$ cat src/rtl/mbscore_cpu_core.sv
// -----------------------------------------------------------------------------
// mbscore_cpu_core
//   Single-cycle MIPS-style integer execute core: 32-entry register file,
//   instruction decoder and ALU. One instruction is executed per clock; its
//   result is registered onto alu_result and written back to the register
//   file on the same rising edge. There are no loads, stores or branches.
//
// Ports
//   clk        in   rising-edge system clock
//   rst_n      in   asynchronous active-low reset (clears registers and output)
//   inst       in   MIPS32-encoded instruction executed this cycle
//   alu_result out  registered ALU result of the instruction from the last edge
//
// Build option
//   MBS_OVF_TRAP_EN : when defined, signed overflow on add/sub/addi suppresses
//                     the register write (alu_result still shows the wrapped
//                     value). When undefined, add/sub/addi always write back.
// -----------------------------------------------------------------------------
module mbscore_cpu_core #(
  parameter int DATA_WIDTH     = 32,
  parameter int REG_ADDR_WIDTH = 5
) (
  input  logic                  clk,
  input  logic                  rst_n,
  input  logic [DATA_WIDTH-1:0] inst,
  output logic [DATA_WIDTH-1:0] alu_result
);

  localparam int NUM_REGS = 1 << REG_ADDR_WIDTH;

  // Instruction fields
  logic [5:0]                op_s;
  logic [REG_ADDR_WIDTH-1:0] rs_s;
  logic [REG_ADDR_WIDTH-1:0] rt_s;
  logic [REG_ADDR_WIDTH-1:0] rd_s;
  logic [4:0]                shamt_s;
  logic [5:0]                funct_s;
  logic [15:0]               imm_s;

  // Operands and intermediate results
  logic [DATA_WIDTH-1:0] rs_val_s;
  logic [DATA_WIDTH-1:0] rt_val_s;
  logic [DATA_WIDTH-1:0] imm_sext_s;
  logic [DATA_WIDTH-1:0] imm_zext_s;
  logic [DATA_WIDTH-1:0] sum_s;
  logic [DATA_WIDTH-1:0] diff_s;
  logic [DATA_WIDTH-1:0] sum_imm_s;

  // Next-state values
  logic [DATA_WIDTH-1:0]     alu_result_d;
  logic                      supported_d;
  logic                      ovf_d;
  logic                      wr_en_d;
  logic [REG_ADDR_WIDTH-1:0] wr_addr_d;

  // State
  logic [DATA_WIDTH-1:0] regs_q [NUM_REGS];
  logic [DATA_WIDTH-1:0] alu_result_q;

  assign op_s    = inst[31:26];
  assign rs_s    = inst[25:21];
  assign rt_s    = inst[20:16];
  assign rd_s    = inst[15:11];
  assign shamt_s = inst[10:6];
  assign funct_s = inst[5:0];
  assign imm_s   = inst[15:0];

  assign alu_result = alu_result_q;

  // Operand fetch, immediate extension and shared adders
  always_comb begin
    // $0 is hard-wired to zero regardless of storage contents
    rs_val_s   = (rs_s == {REG_ADDR_WIDTH{1'b0}}) ? {DATA_WIDTH{1'b0}} : regs_q[rs_s];
    rt_val_s   = (rt_s == {REG_ADDR_WIDTH{1'b0}}) ? {DATA_WIDTH{1'b0}} : regs_q[rt_s];
    imm_sext_s = {{(DATA_WIDTH-16){imm_s[15]}}, imm_s};
    imm_zext_s = {{(DATA_WIDTH-16){1'b0}}, imm_s};
    sum_s      = rs_val_s + rt_val_s;
    diff_s     = rs_val_s - rt_val_s;
    sum_imm_s  = rs_val_s + imm_sext_s;
  end

  // Decode and ALU: result, write enable and destination for this instruction.
  // An unknown opcode/funct matches no case item and falls to the default arm,
  // so undriven instructions never write the register file.
  always_comb begin
    alu_result_d = {DATA_WIDTH{1'b0}};
    supported_d  = 1'b0;
    ovf_d        = 1'b0;
    wr_addr_d    = rd_s;

    case (op_s)
      6'h00: begin
        wr_addr_d = rd_s;
        case (funct_s)
          6'h20: begin
            alu_result_d = sum_s;
            supported_d  = 1'b1;
`ifdef MBS_OVF_TRAP_EN
            // operands share a sign but the sum does not
            ovf_d = (rs_val_s[DATA_WIDTH-1] == rt_val_s[DATA_WIDTH-1]) &&
                    (sum_s[DATA_WIDTH-1] != rs_val_s[DATA_WIDTH-1]);
`else
            ovf_d = 1'b0;
`endif
          end
          6'h21: begin
            alu_result_d = sum_s;
            supported_d  = 1'b1;
          end
          6'h22: begin
            alu_result_d = diff_s;
            supported_d  = 1'b1;
`ifdef MBS_OVF_TRAP_EN
            // operands differ in sign and the difference takes rt's sign
            ovf_d = (rs_val_s[DATA_WIDTH-1] != rt_val_s[DATA_WIDTH-1]) &&
                    (diff_s[DATA_WIDTH-1] != rs_val_s[DATA_WIDTH-1]);
`else
            ovf_d = 1'b0;
`endif
          end
          6'h23: begin
            alu_result_d = diff_s;
            supported_d  = 1'b1;
          end
          6'h24: begin
            alu_result_d = rs_val_s & rt_val_s;
            supported_d  = 1'b1;
          end
          6'h25: begin
            alu_result_d = rs_val_s | rt_val_s;
            supported_d  = 1'b1;
          end
          6'h26: begin
            alu_result_d = rs_val_s ^ rt_val_s;
            supported_d  = 1'b1;
          end
          6'h27: begin
            alu_result_d = ~(rs_val_s | rt_val_s);
            supported_d  = 1'b1;
          end
          6'h2A: begin
            alu_result_d = {{(DATA_WIDTH-1){1'b0}}, ($signed(rs_val_s) < $signed(rt_val_s))};
            supported_d  = 1'b1;
          end
          6'h2B: begin
            alu_result_d = {{(DATA_WIDTH-1){1'b0}}, (rs_val_s < rt_val_s)};
            supported_d  = 1'b1;
          end
          6'h00: begin
            alu_result_d = rt_val_s << shamt_s;
            supported_d  = 1'b1;
          end
          6'h02: begin
            alu_result_d = rt_val_s >> shamt_s;
            supported_d  = 1'b1;
          end
          6'h03: begin
            alu_result_d = $unsigned($signed(rt_val_s) >>> shamt_s);
            supported_d  = 1'b1;
          end
          6'h04: begin
            alu_result_d = rt_val_s << rs_val_s[4:0];
            supported_d  = 1'b1;
          end
          6'h06: begin
            alu_result_d = rt_val_s >> rs_val_s[4:0];
            supported_d  = 1'b1;
          end
          6'h07: begin
            alu_result_d = $unsigned($signed(rt_val_s) >>> rs_val_s[4:0]);
            supported_d  = 1'b1;
          end
          default: begin
            alu_result_d = {DATA_WIDTH{1'b0}};
            supported_d  = 1'b0;
          end
        endcase
      end
      6'h08: begin
        wr_addr_d    = rt_s;
        alu_result_d = sum_imm_s;
        supported_d  = 1'b1;
`ifdef MBS_OVF_TRAP_EN
        ovf_d = (rs_val_s[DATA_WIDTH-1] == imm_sext_s[DATA_WIDTH-1]) &&
                (sum_imm_s[DATA_WIDTH-1] != rs_val_s[DATA_WIDTH-1]);
`else
        ovf_d = 1'b0;
`endif
      end
      6'h09: begin
        wr_addr_d    = rt_s;
        alu_result_d = sum_imm_s;
        supported_d  = 1'b1;
      end
      6'h0A: begin
        wr_addr_d    = rt_s;
        alu_result_d = {{(DATA_WIDTH-1){1'b0}}, ($signed(rs_val_s) < $signed(imm_sext_s))};
        supported_d  = 1'b1;
      end
      6'h0B: begin
        // sign-extended immediate, compared as unsigned
        wr_addr_d    = rt_s;
        alu_result_d = {{(DATA_WIDTH-1){1'b0}}, (rs_val_s < imm_sext_s)};
        supported_d  = 1'b1;
      end
      6'h0C: begin
        wr_addr_d    = rt_s;
        alu_result_d = rs_val_s & imm_zext_s;
        supported_d  = 1'b1;
      end
      6'h0D: begin
        wr_addr_d    = rt_s;
        alu_result_d = rs_val_s | imm_zext_s;
        supported_d  = 1'b1;
      end
      6'h0E: begin
        wr_addr_d    = rt_s;
        alu_result_d = rs_val_s ^ imm_zext_s;
        supported_d  = 1'b1;
      end
      6'h0F: begin
        wr_addr_d    = rt_s;
        alu_result_d = {imm_s, {(DATA_WIDTH-16){1'b0}}};
        supported_d  = 1'b1;
      end
      default: begin
        wr_addr_d    = rd_s;
        alu_result_d = {DATA_WIDTH{1'b0}};
        supported_d  = 1'b0;
      end
    endcase

    wr_en_d = supported_d && !ovf_d && (wr_addr_d != {REG_ADDR_WIDTH{1'b0}});
  end

  // Register file write-back and result register; reset clears all state
  always_ff @(posedge clk or negedge rst_n) begin
    if (!rst_n) begin
      for (int i = 0; i < NUM_REGS; i++) begin
        regs_q[i] <= {DATA_WIDTH{1'b0}};
      end
      alu_result_q <= {DATA_WIDTH{1'b0}};
    end else begin
      alu_result_q <= alu_result_d;
      if (wr_en_d) begin
        regs_q[wr_addr_d] <= alu_result_d;
      end
    end
  end

endmodule

$ cat config.mk
export PLATFORM = sky130hd
export DESIGN_NAME = mbscore_cpu_core
export DESIGN_NICKNAME = d
export VERILOG_FILES = /design/src/rtl/mbscore_cpu_core.sv
export SDC_FILE = /design/constraint.sdc
export NUM_CORES = 2
export LEC_CHECK = 0
export ABC_CLOCK_PERIOD_IN_PS = 5400
export CAP_MARGIN = 20
export CORE_MARGIN = 3
export CORE_UTILIZATION = 59
export DETAILED_ROUTE_END_ITERATION = 8
export PLACE_DENSITY_LB_ADDON = 0.15
export SETUP_SLACK_MARGIN = 0.05
export SLEW_MARGIN = 10
export SYNTH_ARGS = -nofsm -noshare
export SYNTH_HDL_FRONTEND = slang
export SYNTH_SLANG_ARGS = --single-unit
export TNS_END_PERCENT = 30
$ cat constraint.sdc
create_clock -name clk -period 5.4 [get_ports clk]
set_input_delay 1.08 -clock clk [delete_from_list [all_inputs] [get_ports clk]]
set_output_delay 1.08 -clock clk [all_outputs]
set_load 0.02 [all_outputs]
==> results of run 1 <==
per-stage QoR:
step / hold WS (ns) / utilization / setup WS, ns / setup TNS, ns
4_1_cts: 0.380 / 0.764 / -0.540 / -266.14
3_5_place_dp: 0.374 / 0.718 / -2.30 / -1563.64
3_3_place_gp: 0.369 / 0.718 / -2.32 / -1557.62
2_1_floorplan: 0.425 / - / -0.931 / -574.50
kinds of logic after synthesis:
family,count (synthesis),synth area share
mux,1239,0.265
simple gates,1815,0.107
compound gates,1838,0.162
flops,1056,0.371
xor+xnor,51,0.00659
buf+inv,841,0.0570
fa+ha+maj,183,0.0321
synth_stat cells (all sizes together), types with 16 or more instances:
cell type	number
buf	268
a21o	34
clkbuf	384
nor2b	16
or3	19
nand2	981
a21oi	398
nand4	27
o211ai	37
nand3	63
a22oi	69
nor3	89
o22ai	87
ha	178
and2	22
inv	180
mux2	293
mux4	473
mux2i	473
nor4	41
nand2b	23
o21a	24
o21bai	18
o31ai	19
xnor2	46
a211oi	55
dfrtp	1056
o21ai	776
a211o	21
and3	18
a221oi	37
a31oi	67
o221ai	20
nor2	484
metal layers:
metal,track usage,overflow
met1,0.848,101
met2,0.959,380
met3,0.768,107
met4,0.846,307
met5,0.575,19
timing repair:
item	in CTS
hold buffers	0
setup endpoints to repair	1023
resized for setup	254
pin swaps	47
gates cloned	16
buffers inserted	34
==> metrics.yaml, run 1 <==
outcome:
  outcome: "did not finish"
  stop_stage: "global routing"
  first_logged_error_message: "[ERROR GRT-0232] Routing congestion too high. Check the congestion heatmap in the GUI."
clock_tree:
  cts_sinks: 1056
  htree_num_levels: 3
  ctsRootBufferMaster: "sky130_fd_sc_hd__clkbuf_16"
  clock_path_buffers: 3
  cts_made_buffers: 103
synth:
  synth_nets: 7236
  synthCells: 7023
  ys_ff_latch: 1056
  ys_seq_area_frac: 0.371
  syn-mean-instance-area_sq_um: 10.1
  synth_top_cell_area_share: 0.371
  postSynth.topFlopCell: "sky130_fd_sc_hd__dfrtp_1"
  post_synth_instance_area_sq_um: 71300
  synth_top_cell_by_area: "sky130_fd_sc_hd__dfrtp_1"
  synth_cell_type_count: 127
  yosysWarningCount: 0
  synth.top_cells.by_area: "sky130_fd_sc_hd__dfrtp_1, sky130_fd_sc_hd__mux4_2, sky130_fd_sc_hd__mux2i_1, sky130_fd_sc_hd__nand2_1, sky130_fd_sc_hd__o21ai_0"
  count_of_flip_flops_with_a_built_in_enable_after_synthesis: 0
  ys_async_sr_fraction: 1.00
floorplan:
  initial_utilization: 0.599
  top_level_ports: 66
  chipWidth_um: 354
  num_rows: 126
  fp.dieH_um: 354
place:
  hpwlAfterDp_mm: 246
  post_dp_cell_area_sq_um: 85300
  place_inst: 9747
  gpl.final_weighted_congestion: 1.16
  io_buffers: 65
grt:
  global_route.usage.total: 0.854
  grt_overflow_total: 914
  grt_start_max_net_pins: 113
timing:
  globalroute.repair_timing.worst_endpoint: "regs_q[216]$_DFFE_PN0P_/D"
  worst_path_end_type: "register input"
==> inputs of run 2 (changes only) <==
--- a/config.mk
+++ b/config.mk
@@ -8,10 +8,9 @@
 export ABC_CLOCK_PERIOD_IN_PS = 5400
 export CAP_MARGIN = 20
 export CORE_MARGIN = 3
-export CORE_UTILIZATION = 59
+export CORE_UTILIZATION = 40
 export DETAILED_ROUTE_END_ITERATION = 8
 export PLACE_DENSITY_LB_ADDON = 0.15
-export SETUP_SLACK_MARGIN = 0.05
 export SLEW_MARGIN = 10
 export SYNTH_ARGS = -nofsm -noshare
 export SYNTH_HDL_FRONTEND = slang
==> run 2 against run 1 <==
  * Synthesized cell count stayed put
  * Synthesized area stayed put
  * The flow now finishes, with violations (negative setup slack)
==> metrics.yaml, run 2 <==
timing:
  max_freq_mhz: 173
  min_period_ns: 5.77
  period_share: 1.07
  hold_ws_ns: 0.337
  setup_viol_count_final: 779
  rsz0062_at_grt: "yes"
  finalSetupTns_ns: -151.99
  post-route-worst-setup-slack_ns: -0.368
  slew-limit-headroom: 0.243
  finClkSkew_ns: 0.0527
  tightestPinTransition_ns: 1.14
  final_hold_viol_count: 0
  maxSlewViolCount: 0
synth:
  ys_ff_latch: 1056
  synth.top_cells.by_area: "sky130_fd_sc_hd__dfrtp_1, sky130_fd_sc_hd__mux4_2, sky130_fd_sc_hd__mux2i_1, sky130_fd_sc_hd__nand2_1, sky130_fd_sc_hd__o21ai_0"
  postSynth.topFlopCell: "sky130_fd_sc_hd__dfrtp_1"
  synthCells: 7023
  ys_seq_area_frac: 0.371
  synth.cells.most_frequent: "sky130_fd_sc_hd__dfrtp_1, sky130_fd_sc_hd__nand2_1, sky130_fd_sc_hd__o21ai_0"
  synth_nets: 7236
  yosysWarningCount: 0
  synth_top_cell_by_area: "sky130_fd_sc_hd__dfrtp_1"
  post_synth_instance_area_sq_um: 71300
  syn-mean-instance-area_sq_um: 10.1
  count_of_flip_flops_with_a_built_in_enable_after_synthesis: 0
  synth_cell_type_count: 127
  yosysMostFrequentCell: "sky130_fd_sc_hd__dfrtp_1"
  synth_top_cell_area_share: 0.371
  ys_async_sr_fraction: 1.00
floorplan:
  initial_utilization: 0.403
  total_core_area_sq_um: 177000
  chipWidth_um: 428
  top_level_ports: 66
  fp.dieH_um: 428
  fp.dieArea_sq_um: 183000
  num_rows: 154
routing:
  wl_mm: 368
  routed-via-count: 67700
  detail_route.iter0.violations: 7579
  route.detailed.vias_per_inst: 6.16
  wl_per_cell_um: 33.5
  drt_drc_violations_left: 0
  dr.pass1.iters: 6
  antenna_violating_nets_post_route: 0
pwr:
  power.density_cell_area_nw_per_um2: 229
  power.leakage_nw: 44.0
  worst_ir_drop_vdd_v: 0.000278
grt:
  grt_start_max_net_pins: 126
  global_route.usage.total: 0.386
  grt_antenna_before_repair: 7
  grt_pass1_vias: 66000
  grt_overflow_total: 0
  global_route_wire_length_before_repair_mm: 506
place:
  place_inst: 10600
  post_dp_cell_area_sq_um: 87800
  hpwlAfterDp_mm: 269
  io_buffers: 65
  gpl.final_weighted_congestion: 1.07
finish:
  top_library_cells_by_usage_in_the_layout_fill_and_taps_aside: "sky130_fd_sc_hd__buf_4, sky130_fd_sc_hd__dfrtp_1, sky130_fd_sc_hd__nand2_1"
  finish.cell_count_without_fillers: 11000
  most_flop_heavy_register: "regs_q"
  stdcell_area_sq_um: 97400
  syn2layout_area_growth_pct: 36.7
  share_of_layout_cells_above_drive_strength_1: 0.417
  regArea_sq_um: 26400
  mostFrequentLayoutCell: "sky130_fd_sc_hd__buf_4"
  num-nets-final: 8766
  fill_cells: 15600
  multi_input_comb_area_sq_um: 44000
  largest_register_ffs: 1024
clock_tree:
  clock_path_buffers: 3
  cts_sinks: 1056
  cts.hold.buffers_added: 0
  htree_num_levels: 3
  ctsRootBufferMaster: "sky130_fd_sc_hd__clkbuf_16"
  clk_latency_ns: 0.75
  cts.reportedPaths.clkPinSlew_ns: 0.06
  tritoncts_clock_tree: "built"
  cts_made_buffers: 110
setup_path:
  cp-end-kind: "flip-flop"
  timing.critical_path.fanout_max: 32
  path_class: "in -> reg"
  critical_path_required_ns: 5.98
  startpoint_class: "input pin"
  worst-endpoint-arrival_ns: 6.35
outcome:
  violations_in_the_final_reports: "negative setup slack"
  outcome: "finished with violations"
flow_run:
  max-cap-violations: 0
min_path:
  min_path_type: "in -> async"
run 2: what timing repair did:
item                                    4_1_cts  5_1_grt
pin swaps                                    53      148
endpoints found under the setup margin     1022      959
cloned                                       18       23
resized for setup                           259      541
buffers inserted                             35      106
run 2: cell families after synthesis:
kind of cell,Yosys count,share of synthesized area
compound gates,1838,0.162
xor+xnor,51,0.00659
fa+ha+maj,183,0.0321
buf+inv,841,0.0570
flops,1056,0.371
mux,1239,0.265
simple gates,1815,0.107
run 2: critical path: stages:
cell and delay [ns]:
sky130_fd_sc_hd__buf_16 0.14, sky130_fd_sc_hd__buf_16 0.17, sky130_fd_sc_hd__buf_6 0.12, sky130_fd_sc_hd__buf_12 0.13, sky130_fd_sc_hd__mux4_2 0.33, sky130_fd_sc_hd__mux4_2 0.22
sky130_fd_sc_hd__nand2_1 0.06, sky130_fd_sc_hd__a21oi_2 0.53, sky130_fd_sc_hd__inv_1 0.21, sky130_fd_sc_hd__buf_4 0.20, sky130_fd_sc_hd__ha_4 0.24, sky130_fd_sc_hd__buf_6 0.14
sky130_fd_sc_hd__nor3_2 0.24, sky130_fd_sc_hd__and3_1 0.18, sky130_fd_sc_hd__a41oi_1 0.04, sky130_fd_sc_hd__buf_4 0.17, sky130_fd_sc_hd__nor4_2 0.21, sky130_fd_sc_hd__buf_4 0.27
sky130_fd_sc_hd__nor2_4 0.07, sky130_fd_sc_hd__o41a_1 0.36, sky130_fd_sc_hd__xnor2_1 0.20, sky130_fd_sc_hd__o221ai_2 0.22, sky130_fd_sc_hd__a221oi_4 0.38, sky130_fd_sc_hd__buf_12 0.24
sky130_fd_sc_hd__a21oi_1 0.10
run 2: area by class of cell:
type / count / share of cell area
diodes: 7 / 0.000180
repair buffers: 2068 / 0.199
well taps: 2340 / 0.0301
inverters: 187 / 0.00759
multi-input cells: 5130 / 0.451
flip-flops and latches: 1056 / 0.271
clock buffers: 153 / 0.0330
clock inverters: 50 / 0.00710
run 2: where the power goes:
group	switching [mW]	total, mW	internal [mW]
clock network	3.46	8.29	4.83
registers	0.210	8.39	8.18
logic	3.13	5.61	2.48
run 2: final timing paths:
check | from | endpoint | slack (ns) | cells past startpoint
max | inst[21] | regs_q[407] | -0.37 | 25
min | rst_n | regs_q[567] | 0.34 | 1
max reg2reg | regs_q[1006] | regs_q[182] | 0.06 | 24
min reg2reg | regs_q[1015] | regs_q[1015] | 0.38 | 0
max in group asynchronous | rst_n | regs_q[788] | 3.64 | 2
min in group clk | regs_q[1015] | regs_q[1015] | 0.38 | 0
run 2: through the flow:
stage / util / power [mW] / setup WS [ns]
6_report: 0.551 / 22.3 / -0.368
5_1_grt: 0.551 / 23.0 / -0.425
4_1_cts: 0.530 / 22.0 / -0.372
3_5_place_dp: 0.497 / 13.5 / -2.26
3_3_place_gp: 0.497 / 13.5 / -2.42
2_1_floorplan: - / 10.8 / -0.931
run 2: metal layers:
metal | track usage | routed length (um) | vias up
li1 | - | - | 28900
met1 | 0.494 | 144000 | 34500
met2 | 0.609 | 167000 | 3429
met3 | 0.0651 | 29500 | 865
met4 | 0.243 | 27500 | 6
met5 | 0 | 47 | -
Note: power is estimated with default switching activity, not from simulation.
